## src/rtl/mc_control_fsm.sv

```systemverilog
// Multi-cycle MIPS control unit: Moore FSM with memory handshake and timeout watchdog.
// Define CTRL_PERF_EN to add instr/cycle/wait performance counters.
module mc_control_fsm #(
  parameter int MEM_TIMEOUT = 16,
  parameter int CNT_W       = 32
) (
  input  logic       clk,
  input  logic       reset,
  input  logic [5:0] OpCode,
  input  logic [5:0] funct,
  input  logic       mem_ready,
  output logic       RegDst,
  output logic       AluSrc,
  output logic       MemtoReg,
  output logic       RegWrite,
  output logic       MemRead,
  output logic       MemWrite,
  output logic       Branch,
  output logic [1:0] ALUOp,
  output logic       Jump,
  output logic       Jal,
  output logic       Jr,
  output logic       PCWrite,
  output logic       IRWrite,
  output logic [4:0] state_o,
  output logic       fault
`ifdef CTRL_PERF_EN
  ,
  output logic [CNT_W-1:0] instr_count,
  output logic [CNT_W-1:0] cycle_count,
  output logic [CNT_W-1:0] wait_count
`endif
);

  typedef enum logic [4:0] {
    IDLE     = 5'd0,
    FETCH    = 5'd1,
    DECODE   = 5'd2,
    EXEC_R   = 5'd3,
    WB_R     = 5'd4,
    EXEC_I   = 5'd5,
    WB_I     = 5'd6,
    MEM_ADDR = 5'd7,
    MEM_RD   = 5'd8,
    MEM_WB   = 5'd9,
    MEM_WR   = 5'd10,
    MEM_DONE = 5'd11,
    BRANCH   = 5'd12,
    JUMP     = 5'd13,
    JAL      = 5'd14,
    JR       = 5'd15,
    NOP      = 5'd16,
    FAULT    = 5'd17
  } state_t;

  typedef enum logic [3:0] {
    C_R, C_JR, C_LW, C_SW, C_ADDI,
    C_BEQ, C_J, C_JAL, C_NOP
  } cls_t;

  localparam logic [7:0] TO_LAST = 8'(MEM_TIMEOUT - 1);
  localparam bit         WD_EN   = (MEM_TIMEOUT != 0);

  state_t     state, state_n;
  cls_t       cls, cls_d;
  logic [7:0] wcnt, wcnt_n;
  logic       op_r, fn_jr;

  assign op_r    = (OpCode == 6'b000000);
  assign fn_jr   = (funct == 6'b001000);
  assign state_o = state;

  always_comb begin
    cls_d = C_NOP;
    unique case (1'b1)
      op_r && fn_jr:          cls_d = C_JR;
      op_r && !fn_jr:         cls_d = C_R;
      OpCode == 6'b100011:    cls_d = C_LW;
      OpCode == 6'b101011:    cls_d = C_SW;
      OpCode == 6'b001000:    cls_d = C_ADDI;
      OpCode == 6'b000100:    cls_d = C_BEQ;
      OpCode == 6'b000010:    cls_d = C_J;
      OpCode == 6'b000011:    cls_d = C_JAL;
      default:                cls_d = C_NOP;
    endcase
  end

  always_ff @(posedge clk or posedge reset) begin
    if (reset) begin
      state <= IDLE;
      cls   <= C_NOP;
      wcnt  <= 8'd0;
    end else begin
      state <= state_n;
      wcnt  <= wcnt_n;
      if (state == DECODE)
        cls <= cls_d;
    end
  end

  always_comb begin
    state_n = state;
    wcnt_n  = wcnt;
    case (state)
      IDLE:  state_n = FETCH;
      FETCH: state_n = DECODE;
      DECODE: begin
        unique case (cls_d)
          C_R:     state_n = EXEC_R;
          C_JR:    state_n = JR;
          C_LW:    state_n = MEM_ADDR;
          C_SW:    state_n = MEM_ADDR;
          C_ADDI:  state_n = EXEC_I;
          C_BEQ:   state_n = BRANCH;
          C_J:     state_n = JUMP;
          C_JAL:   state_n = JAL;
          default: state_n = NOP;
        endcase
      end
      EXEC_R: state_n = WB_R;
      EXEC_I: state_n = WB_I;
      MEM_ADDR: begin
        state_n = (cls == C_SW) ? MEM_WR : MEM_RD;
        wcnt_n  = 8'd0;
      end
      MEM_RD, MEM_WR: begin
        // ready on the last allowed cycle still completes the access
        if (mem_ready)
          state_n = (state == MEM_RD) ? MEM_WB : MEM_DONE;
        else if (WD_EN && wcnt == TO_LAST)
          state_n = FAULT;
        else
          wcnt_n = wcnt + 8'd1;
      end
      WB_R, WB_I, MEM_WB, MEM_DONE,
      BRANCH, JUMP, JAL, JR, NOP:
        state_n = FETCH;
      FAULT:   state_n = FAULT;
      default: state_n = IDLE;
    endcase
  end

  always_comb begin
    RegDst   = 1'b0;
    AluSrc   = 1'b0;
    MemtoReg = 1'b0;
    RegWrite = 1'b0;
    MemRead  = 1'b0;
    MemWrite = 1'b0;
    Branch   = 1'b0;
    ALUOp    = 2'b00;
    Jump     = 1'b0;
    Jal      = 1'b0;
    Jr       = 1'b0;
    PCWrite  = 1'b0;
    IRWrite  = 1'b0;
    fault    = 1'b0;
    case (state)
      FETCH: IRWrite = 1'b1;
      EXEC_R: begin
        RegDst = 1'b1;
        ALUOp  = 2'b10;
      end
      WB_R: begin
        RegDst   = 1'b1;
        ALUOp    = 2'b10;
        RegWrite = 1'b1;
        PCWrite  = 1'b1;
      end
      EXEC_I, MEM_ADDR: AluSrc = 1'b1;
      WB_I: begin
        AluSrc   = 1'b1;
        RegWrite = 1'b1;
        PCWrite  = 1'b1;
      end
      MEM_RD: begin
        AluSrc  = 1'b1;
        MemRead = 1'b1;
      end
      MEM_WB: begin
        AluSrc   = 1'b1;
        MemRead  = 1'b1;
        MemtoReg = 1'b1;
        RegWrite = 1'b1;
        PCWrite  = 1'b1;
      end
      MEM_WR: begin
        AluSrc   = 1'b1;
        MemWrite = 1'b1;
      end
      MEM_DONE: PCWrite = 1'b1;
      BRANCH: begin
        ALUOp   = 2'b01;
        Branch  = 1'b1;
        PCWrite = 1'b1;
      end
      JUMP: begin
        Jump    = 1'b1;
        PCWrite = 1'b1;
      end
      JAL: begin
        Jump     = 1'b1;
        Jal      = 1'b1;
        RegWrite = 1'b1;
        PCWrite  = 1'b1;
      end
      JR: begin
        Jump    = 1'b1;
        Jr      = 1'b1;
        PCWrite = 1'b1;
      end
      NOP:     PCWrite = 1'b1;
      FAULT:   fault = 1'b1;
      default: ;
    endcase
  end

`ifdef CTRL_PERF_EN
  logic mem_wait;
  assign mem_wait = (state == MEM_RD || state == MEM_WR) && !mem_ready;

  always_ff @(posedge clk or posedge reset) begin
    if (reset) begin
      instr_count <= '0;
      cycle_count <= '0;
      wait_count  <= '0;
    end else begin
      if (PCWrite)
        instr_count <= instr_count + CNT_W'(1);
      if (state != IDLE && state != FAULT)
        cycle_count <= cycle_count + CNT_W'(1);
      if (mem_wait)
        wait_count <= wait_count + CNT_W'(1);
    end
  end
`endif

endmodule

```

## config.mk

```make
export PLATFORM = sky130hd
export DESIGN_NAME = mc_control_fsm
export DESIGN_NICKNAME = d
export VERILOG_FILES = /design/src/rtl/mc_control_fsm.sv
export SDC_FILE = /design/constraint.sdc
export NUM_CORES = 1
export LEC_CHECK = 0
export BUFFER_PORTS_ARGS = -buffer_cell sky130_fd_sc_hd__buf_2
export CAP_MARGIN = 20
export CORE_ASPECT_RATIO = 1.2
export CORE_MARGIN = 2
export CORE_UTILIZATION = 45
export CTS_CLUSTER_DIAMETER = 200
export DETAILED_ROUTE_END_ITERATION = 16
export PLACE_DENSITY = 0.71
export SYNTH_ARGS = -nofsm -noshare
export SYNTH_HDL_FRONTEND = slang
export SYNTH_SLANG_ARGS = --single-unit
```

## constraint.sdc

```tcl
create_clock -name clk -period 5.3 [get_ports clk]
set_input_delay 0.53 -clock clk [delete_from_list [all_inputs] [get_ports clk]]
set_output_delay 0.53 -clock clk [all_outputs]
set_load 0.1 [all_outputs]
```

==> Yosys cells after proc, flatten, opt, wreduce, memory -nomap -nowiden <==
Memory sizes are Yosys's and may differ from the RTL's.
Cells that the tools add are included.
{ "word_totals": {"register_bits": 17, "word_cells": 73, "romBits": 32, "memories": 1, "output_inout_bits": 20, "in_bits": 15} }
{ "mem_list": {"columns": ["memory", "depth", "width", "read_ports", "rd_clocked_by_memory_dff", "wr", "line", "text"], "rows": [
  ["(name not given)", 8, 4, 1, 0, 0, "108", "unique case (cls_d)"]
]} }
{ "classes": {"mux": 24, "n_reduce_logical": 15, "n_addsub": 1, "n_eq_ne": 29} }
{ "ops": {"columns": ["operator", "n"], "rows": [
  ["== test 5 x 4 -> 1 bit, second input constant", 8],
  ["case mux 5 bit (8 select lines)", 1],
  ["case mux 4 bit (8 select lines)", 1],
  ["== test 5 x 3 -> 1 bit, second input constant", 4],
  ["2-to-1 mux 8 bit", 2],
  ["case mux 8 bit (2 select lines)", 1],
  ["2-to-1 mux 5 bit", 3],
  ["2-to-1 mux 1 bit", 13],
  ["== test 6 x 2 -> 1 bit, second input constant", 2],
  ["== test 6 x 4 -> 1 bit, second input constant", 2],
  ["== test 6 bit, second input constant", 2],
  ["== test 5 x 2 -> 1 bit, second input constant", 2],
  ["== test 5 bit, second input constant", 2],
  ["OR reduction 10 bit", 1],
  ["OR reduction 9 bit", 1],
  ["adder 8 x 1 -> 8 bit, second input constant", 1],
  ["== test 8 x 4 -> 1 bit, second input constant", 1],
  ["== test 6 x 3 -> 1 bit, second input constant", 1],
  ["zero test 6 bit", 1],
  ["OR reduction 2 bit", 3],
  ["OR reduction 6 bit", 1],
  ["== test 5 x 1 -> 1 bit, second input constant", 1],
  ["zero test 5 bit", 1],
  ["== test 4 x 2 -> 1 bit, second input constant", 1],
  ["other kinds (10)", 13]
]} }

==> Depth between registers and ports, before layout <==
Gate-level depths: netlist of the first run.
An unclocked memory read counts as a cell.
{ "depth": {"ltp_word": 7, "ltp_mapped": 6, "mapped_depth_nobuf": 6} }

==> Worst setup path after synthesis of the first run <==
OpenSTA, ideal clock, no wires.
{ "synth_path": {"kind": "reg2out", "start": "register state[2] (netlist: state_o[2])", "end": "output ALUOp[0]", "arrival_ps": 4217, "path_buffers": 2, "setup_slack_ps": 553, "t_required_ps": 4770, "path_stages_with_launch": 6, "path_cell_list": "dfrtp_1 > clkbuf_1 > nor2b_1 > nand2_1 > nor3_1 > buf_4"} }
{ "synth_between": {"elab_chain_len": 3, "word_cells_on_any_way": 5, "classes_between": "eq/ne (3); mux (1); reduce/logical (1)"} }
{ "synth_rtl": {"columns": ["element", "line", "text"], "rows": [
  ["start, declared", "64", "state_t state, state_n;"],
  ["start signal, assigned", "94", "state <= state_n;"],
  ["== test 5 x 3 -> 1 bit / == test 5 x 2 -> 1 bit (equally long branches)", "158", "case (state)"],
  ["OR reduction 2 bit (no line)", null, null],
  ["case mux 2 bit (2 select lines) (*)", "158", null],
  ["end, declared", "19", "output logic [1:0] ALUOp,"]
]} }
Every way passes the cells marked *; elsewhere a longest branch is shown, timed or not.

==> Final worst setup path of the first run <==
{ "layout_path": {"start": "register state[3] (netlist: state_o[3])", "end": "output MemtoReg"} }
{ "layout_between": {"elab_chain_len": 2} }
{ "layout_rtl": {"columns": ["element", "line", "text"], "rows": [
  ["== test 5 x 4 -> 1 bit", "158", null],
  ["2-to-1 mux 1 bit", "158", null],
  ["end, declared", "14", "output logic MemtoReg,"]
]} }
No other way between the ends.

==> results.toml, run 1 <==
[status]
status = "complete, no violations"

[detailed_routing]
drt_iter0_drc = 40
drc_errors = 0
vias = 1254
wl_per_cell_um = 13.2
final_antenna_net_count = 0
highest_layer = "met4"
routed_wirelength_um = 2900
wl_met1_um = 1260
firstDrtPassIters = 4
viasPerCell = 5.70
met2_length_um = 1460
wl_met3_um = 145

[placed_design]
place.gp.congestion = 0.778
dpl.hpwl_um = 2270
placed_cells = 216
port-buffer-count = 34

[yosys]
syn_nets = 173
yosysTopAreaCell = "dfrtp_1"
synthCells = 157
synth.distinct_cells = 39
synth-edff-count = 0
ys_warn_count = 0
synth_top_family_by_area = "simple AND/OR/NAND/NOR gates"
synth_compound_area_share_pct = 17.9
synthMuxAreaShare_pct = 5.15
synth_xor_area_share_pct = 2.12
syn_area_um2 = 1240
avgSynthCellArea_um2 = 7.90
synth-adder-area-share_pct = 1.01
seq_area_frac_synth_pct = 34.4
synthArstFlopShare_pct = 100
synth_seq_cells = 17
ys_top_cells_by_area = "dfrtp_1, o21ai_0, nor2_1"
synth-simple-area-share_pct = 34.9
synth_top_flop_cell = "dfrtp_1"
yosysTopAreaCellShare_pct = 32.3

[timing]
grt_setup_unrepaired = "no"
maxSlewViolCount = 0
setup_viol = 0
relSlewSlack_pct = 51.4
tightest_slew_ns = 0.723
fin_skew_ns = 0.00569
max_freq_mhz = 384
min_period_ns = 2.60
fin_tns_setup_ns = 0
post-route-period-util_pct = 49.1
hold_viol = 0

[critical_path]
critPathMaxFanout = 15
cp-end-kind = "output pin"
worstPathArrival_ns = 2.07
rrSetupSlack_ns = 3.19
r2r-end = "state_o[3]"
cp-start-kind = "flop"
r2r-start = "state_o[0]"
cp.required_ns = 4.77
crit_path_start = "state_o[3]"
critPathKind = "reg -> out"
r2r.worst_path.cells = 4

[final_layout]
regArea_um2 = 427
final_layout_size_suffix_gt1_share_pct = 24.1
multi_input_area_um2 = 757
diodes = 0
fillers = 239
area_growth_syn_to_layout_pct = 16.4
nets = 204
fin_cells = 220

[run]
max_cap_viol_count = 0

[worst_hold_path]
min_path_type = "in -> async"

[global_routing]
grt_pass1_wl_um = 5050
antenna_found_initial = 0
grt_pass1_vias = 1139
gr-total-overflow = 0
grt_usage_pct = 20.6
grt_max_degree = 20

[power]
vdd_drop_max_uv = 415
power.density_nw_per_um2 = 579
p_leak_nw = 0.689

[cts]
clk_pin_slew_worst_paths_ns = 0.10
post_cts_resized = 0
clockBufferDepth = 2
postCtsHoldBufs = 0
htreeDepth = 1
cts_sinks = 17
clock-root-buffer = "clkbuf_4"
cts_tree = "done"
numCtsBuffers = 3
post_cts_buffers = 0
clk-insertion-delay-late_ns = 0.28

[die]
dieArea_um2 = 3190
io_pins = 35
die_w_um = 51.9
core_um2 = 2580
die_h_um = 61.5
start_util_pct = 48.1
rows = 20
-- power breakdown --
group          total, mW  switching [mW]  internal, mW
registers          0.233          0.0671         0.166
clock network     0.0685          0.0393        0.0292
logic              0.534           0.425         0.108
total              0.836           0.532         0.304
-- worst max path at each step --
stage,end,cells after the start,slack [ns]
global route,MemtoReg,4,2.56
CTS,MemtoReg,4,2.70
finish,MemtoReg,4,2.70
detailed placement,MemtoReg,4,3.02
global placement,MemtoReg,4,3.09
floorplan,ALUOp[0],5,0.55
-- per-layer routing --
metal	vias to the layer above	track usage, %
li1	627	-
met1	587	25.9
met2	38	36.7
met3	2	2.18
met4	0	7.52
met5	-	0
-- Yosys cell counts (4+ instances only) --
master,instances
nand2b_1,4
nand3_1,8
nor3b_1,6
a21oi_1,8
nor2b_1,4
clkbuf_1,7
nand4_1,4
nor3_1,10
and3_1,6
dfrtp_1,16
inv_1,6
o21ai_0,13
nand2_1,14
nor2_1,16
-- kinds of logic (layout without fill, tap and decap cells) --
kind of cell,count (synthesis),after routing
simple gates,81,81
compound gates,35,35
flops,17,17
buf+inv,14,44
mux,6,6
xor+xnor,3,3
fa+ha+maj,1,1
-- flip-flops by register name (all words and copies together) (netlist names) --
register  cells
cls           4
state_o       5
wcnt          8
-- cell usage in the layout, fill, tap and decap left out, drive strengths merged, types with 6 or more instances in the layout --
| master | synthesis | routed |
|---|---|---|
| buf | 1 | 34 |
| nor2 | 16 | 16 |
| dfrtp | 16 | 16 |
| nand2 | 14 | 14 |
| o21ai | 13 | 13 |
| nor3 | 10 | 10 |
| a21oi | 9 | 9 |
| nand3 | 8 | 8 |
| and3 | 6 | 6 |
| nor3b | 6 | 6 |
| inv | 6 | 6 |
-- critical path, stage by stage (launching register included) --
cell and delay, ns:
dfrtp_1 0.62, or3b_1 0.46, nor2_1 0.15, and2_1 0.14, buf_2 0.42
-- area by class of cell --
| class | instances | share of cell area [%] |
|---|---|---|
| Sequential cell | 17 | 29.5 |
| Tap cell | 33 | 2.86 |
| Inverter | 6 | 1.56 |
| Clock buffer | 4 | 1.82 |
| Timing Repair Buffer | 34 | 11.8 |
| Multi-Input combinational cell | 126 | 52.4 |
-- through the flow --
| step | utilization [%] | area [µm²] | hold slack, ns | power (mW) | setup slack [ns] |
|---|---|---|---|---|---|
| after floorplan | - | 1240 | 0.455 | 0.687 | 0.553 |
| after global placement | 55.0 | 1420 | 0.476 | 0.765 | 3.09 |
| after detailed placement | 55.0 | 1420 | 0.492 | 0.769 | 3.02 |
| after CTS | 56.0 | 1440 | 0.333 | 0.837 | 2.70 |
| after global routing | 56.0 | 1440 | 0.378 | 0.889 | 2.56 |
| final | 56.0 | 1440 | 0.315 | 0.836 | 2.70 |
Power figures use the tool's default switching activity.
==> inputs of run 2 (changes only) <==
==> constraint.sdc (replaced) <==
create_clock -name clk -period 2.55 [get_ports clk]
set_input_delay 0.255 -clock clk [delete_from_list [all_inputs] [get_ports clk]]
set_output_delay 0.255 -clock clk [all_outputs]
set_load 0.1 [all_outputs]
==> results.toml, run 2 (synthesis gave the netlist of run 1 again) <==
[timing]
min_period_ns = 2.34
max_freq_mhz = 428
fin_skew_ns = 0.00245
post-route-period-util_pct = 91.6
setup_viol = 0
tightest_slew_ns = 0.670
grt_setup_unrepaired = "no"
relSlewSlack_pct = 55.3
hold_viol = 0
maxSlewViolCount = 0

[critical_path]
r2r.worst_path.cells = 5
cp_slowest_cell = "dfrtp_2"
crit_chain = "or3b_1 -> nor2_4 -> and2_4 -> buf_2"
r2r-end = "wcnt[5]"
crit_path_end = "MemtoReg"
cp.required_ns = 2.30
cp-start-kind = "flop"
critPathMaxFanout = 15
crit_family = "simple AND/OR/NAND/NOR gates"
critPathKind = "reg -> out"
cp-end-kind = "output pin"
worstPathArrival_ns = 2.08
r2r-start = "state_o[4]"
crit_path_start = "state_o[4]"
worst-path-stages = 4
crit_buf_inv = 1
rrSetupSlack_ns = 0.53
crit_path_max_incr_delay_ns = 0.55

[cts]
postCtsHoldBufs = 0
post_cts_resized = 0
clk-insertion-delay-late_ns = 0.30
numCtsBuffers = 3
clockBufferDepth = 2
clock-root-buffer = "clkbuf_4"
clk_pin_slew_worst_paths_ns = 0.11
cts_tree = "done"
htreeDepth = 1
cts_sinks = 17
post_cts_buffers = 0

[power]
p_switching_mw = 1.18
internal-power_uw = 671
power.density_nw_per_um2 = 1210
pwr-share-clk_pct = 8.3
sw_frac_of_total_pct = 63.8
power_mw = 1.85
p_leak_nw = 0.697
seqPwrFrac_pct = 28.7
vdd_drop_max_uv = 927
power_frac_comb_pct = 63.0

[final_layout]
fillers = 248
nets = 205
final_layout_size_suffix_gt1_share_pct = 34.6
area_growth_syn_to_layout_pct = 23.5
largest_reg_flops = 8
final_cell_mix = "buf_2, nand2_1, o21ai_0"
regMostFlops = "wcnt"
final_util_pct = 59.4
multi_input_area_um2 = 825
diodes = 0
final_common_cell = "buf_2"
regArea_um2 = 438

[global_routing]
gr-total-overflow = 0
grt_usage_pct = 20.9
antenna_found_initial = 0
grt_pass1_vias = 1193
grt_pass1_wl_um = 5000
grt_max_degree = 20

[placed_design]
place.gp.congestion = 0.817
port-buffer-count = 34
dpl.hpwl_um = 2380

[detailed_routing]
routed_wirelength_um = 3100
wl_per_cell_um = 14.0
vias = 1288
viasPerCell = 5.83
final_antenna_net_count = 0
drt_iter0_drc = 30
firstDrtPassIters = 4
drc_errors = 0

[die]
die_h_um = 61.5
die_w_um = 51.9
start_util_pct = 48.1
rows = 20
dieArea_um2 = 3190
core_um2 = 2580
io_pins = 35

[status]
status = "complete, no violations"

[run]
max_cap_viol_count = 0

[worst_hold_path]
min_path_type = "in -> async"
-- run 2: changes by cell type in the layout (fill, tap and decap cells not counted), sizes merged --
cell,change
clkinv,+1
buf,+1
clkbuf,-1
-- run 2: worst min-delay path by stage --
| stage | from | to | slack, ns | cells past startpoint |
|---|---|---|---|---|
| finish | reset | cls[0] | 0.03 | 2 |
| global route | reset | wcnt[1] | 0.09 | 2 |
| CTS | reset | cls[0] | 0.04 | 2 |
| detailed placement | reset | cls[0] | 0.38 | 2 |
| global placement | reset | cls[2] | 0.37 | 2 |
| floorplan | reset | cls[0] | 0.18 | 1 |
-- run 2: worst reg2reg max path, stage by stage, from the launching register on --
cell	delay, ns
dfrtp_2	0.55
or3b_1	0.53
nor3_1	0.28
a21oi_1	0.20
o21bai_1	0.20
a21o_1	0.18
-- run 2: per-stage QoR --
step | setup TNS, ns | std cells | hold WS (ns) | setup WS, ns | cell area, µm²
2_1_floorplan | -0.298 | 157 | 0.180 | -0.282 | 1320
3_3_place_gp | 0 | 217 | 0.372 | 0.579 | 1500
3_5_place_dp | 0 | 217 | 0.382 | 0.550 | 1500
4_1_cts | 0 | 221 | 0.0441 | 0.212 | 1530
5_1_grt | 0 | 221 | 0.0853 | 0.136 | 1530
6_report | 0 | 221 | 0.0282 | 0.214 | 1530
-- run 2: final cells by class --
class | count | share of cell area (%)
clock inverter | 1 | 0.327
timing repair buffer | 35 | 11.6
multi-input combinational | 126 | 53.8
sequential | 17 | 28.6
clock buffer | 3 | 1.47
tap | 33 | 2.70
inverter | 6 | 1.47
-- run 2: per-layer routing --
| metal | vias up | wire length (µm) | GRT usage, % | part of all wire (%) |
|---|---|---|---|---|
| li1 | 634 | - | - | - |
| met1 | 620 | 1340 | 23.2 | 43 |
| met2 | 30 | 1610 | 40.7 | 52 |
| met3 | 4 | 109 | 2.18 | 3.5 |
| met4 | 0 | 38 | 7.89 | 1.2 |
| met5 | - | 0 | 0 | 0 |
-- run 2: power groups by stage --
stage          logic [mW]  clock network (mW)  registers, mW
2_1_floorplan       0.887                   0          0.629
3_3_place_gp         1.16                   0          0.529
3_5_place_dp         1.17                   0          0.533
4_1_cts              1.17               0.159          0.526
5_1_grt              1.23               0.171          0.547
6_report             1.17               0.154          0.531
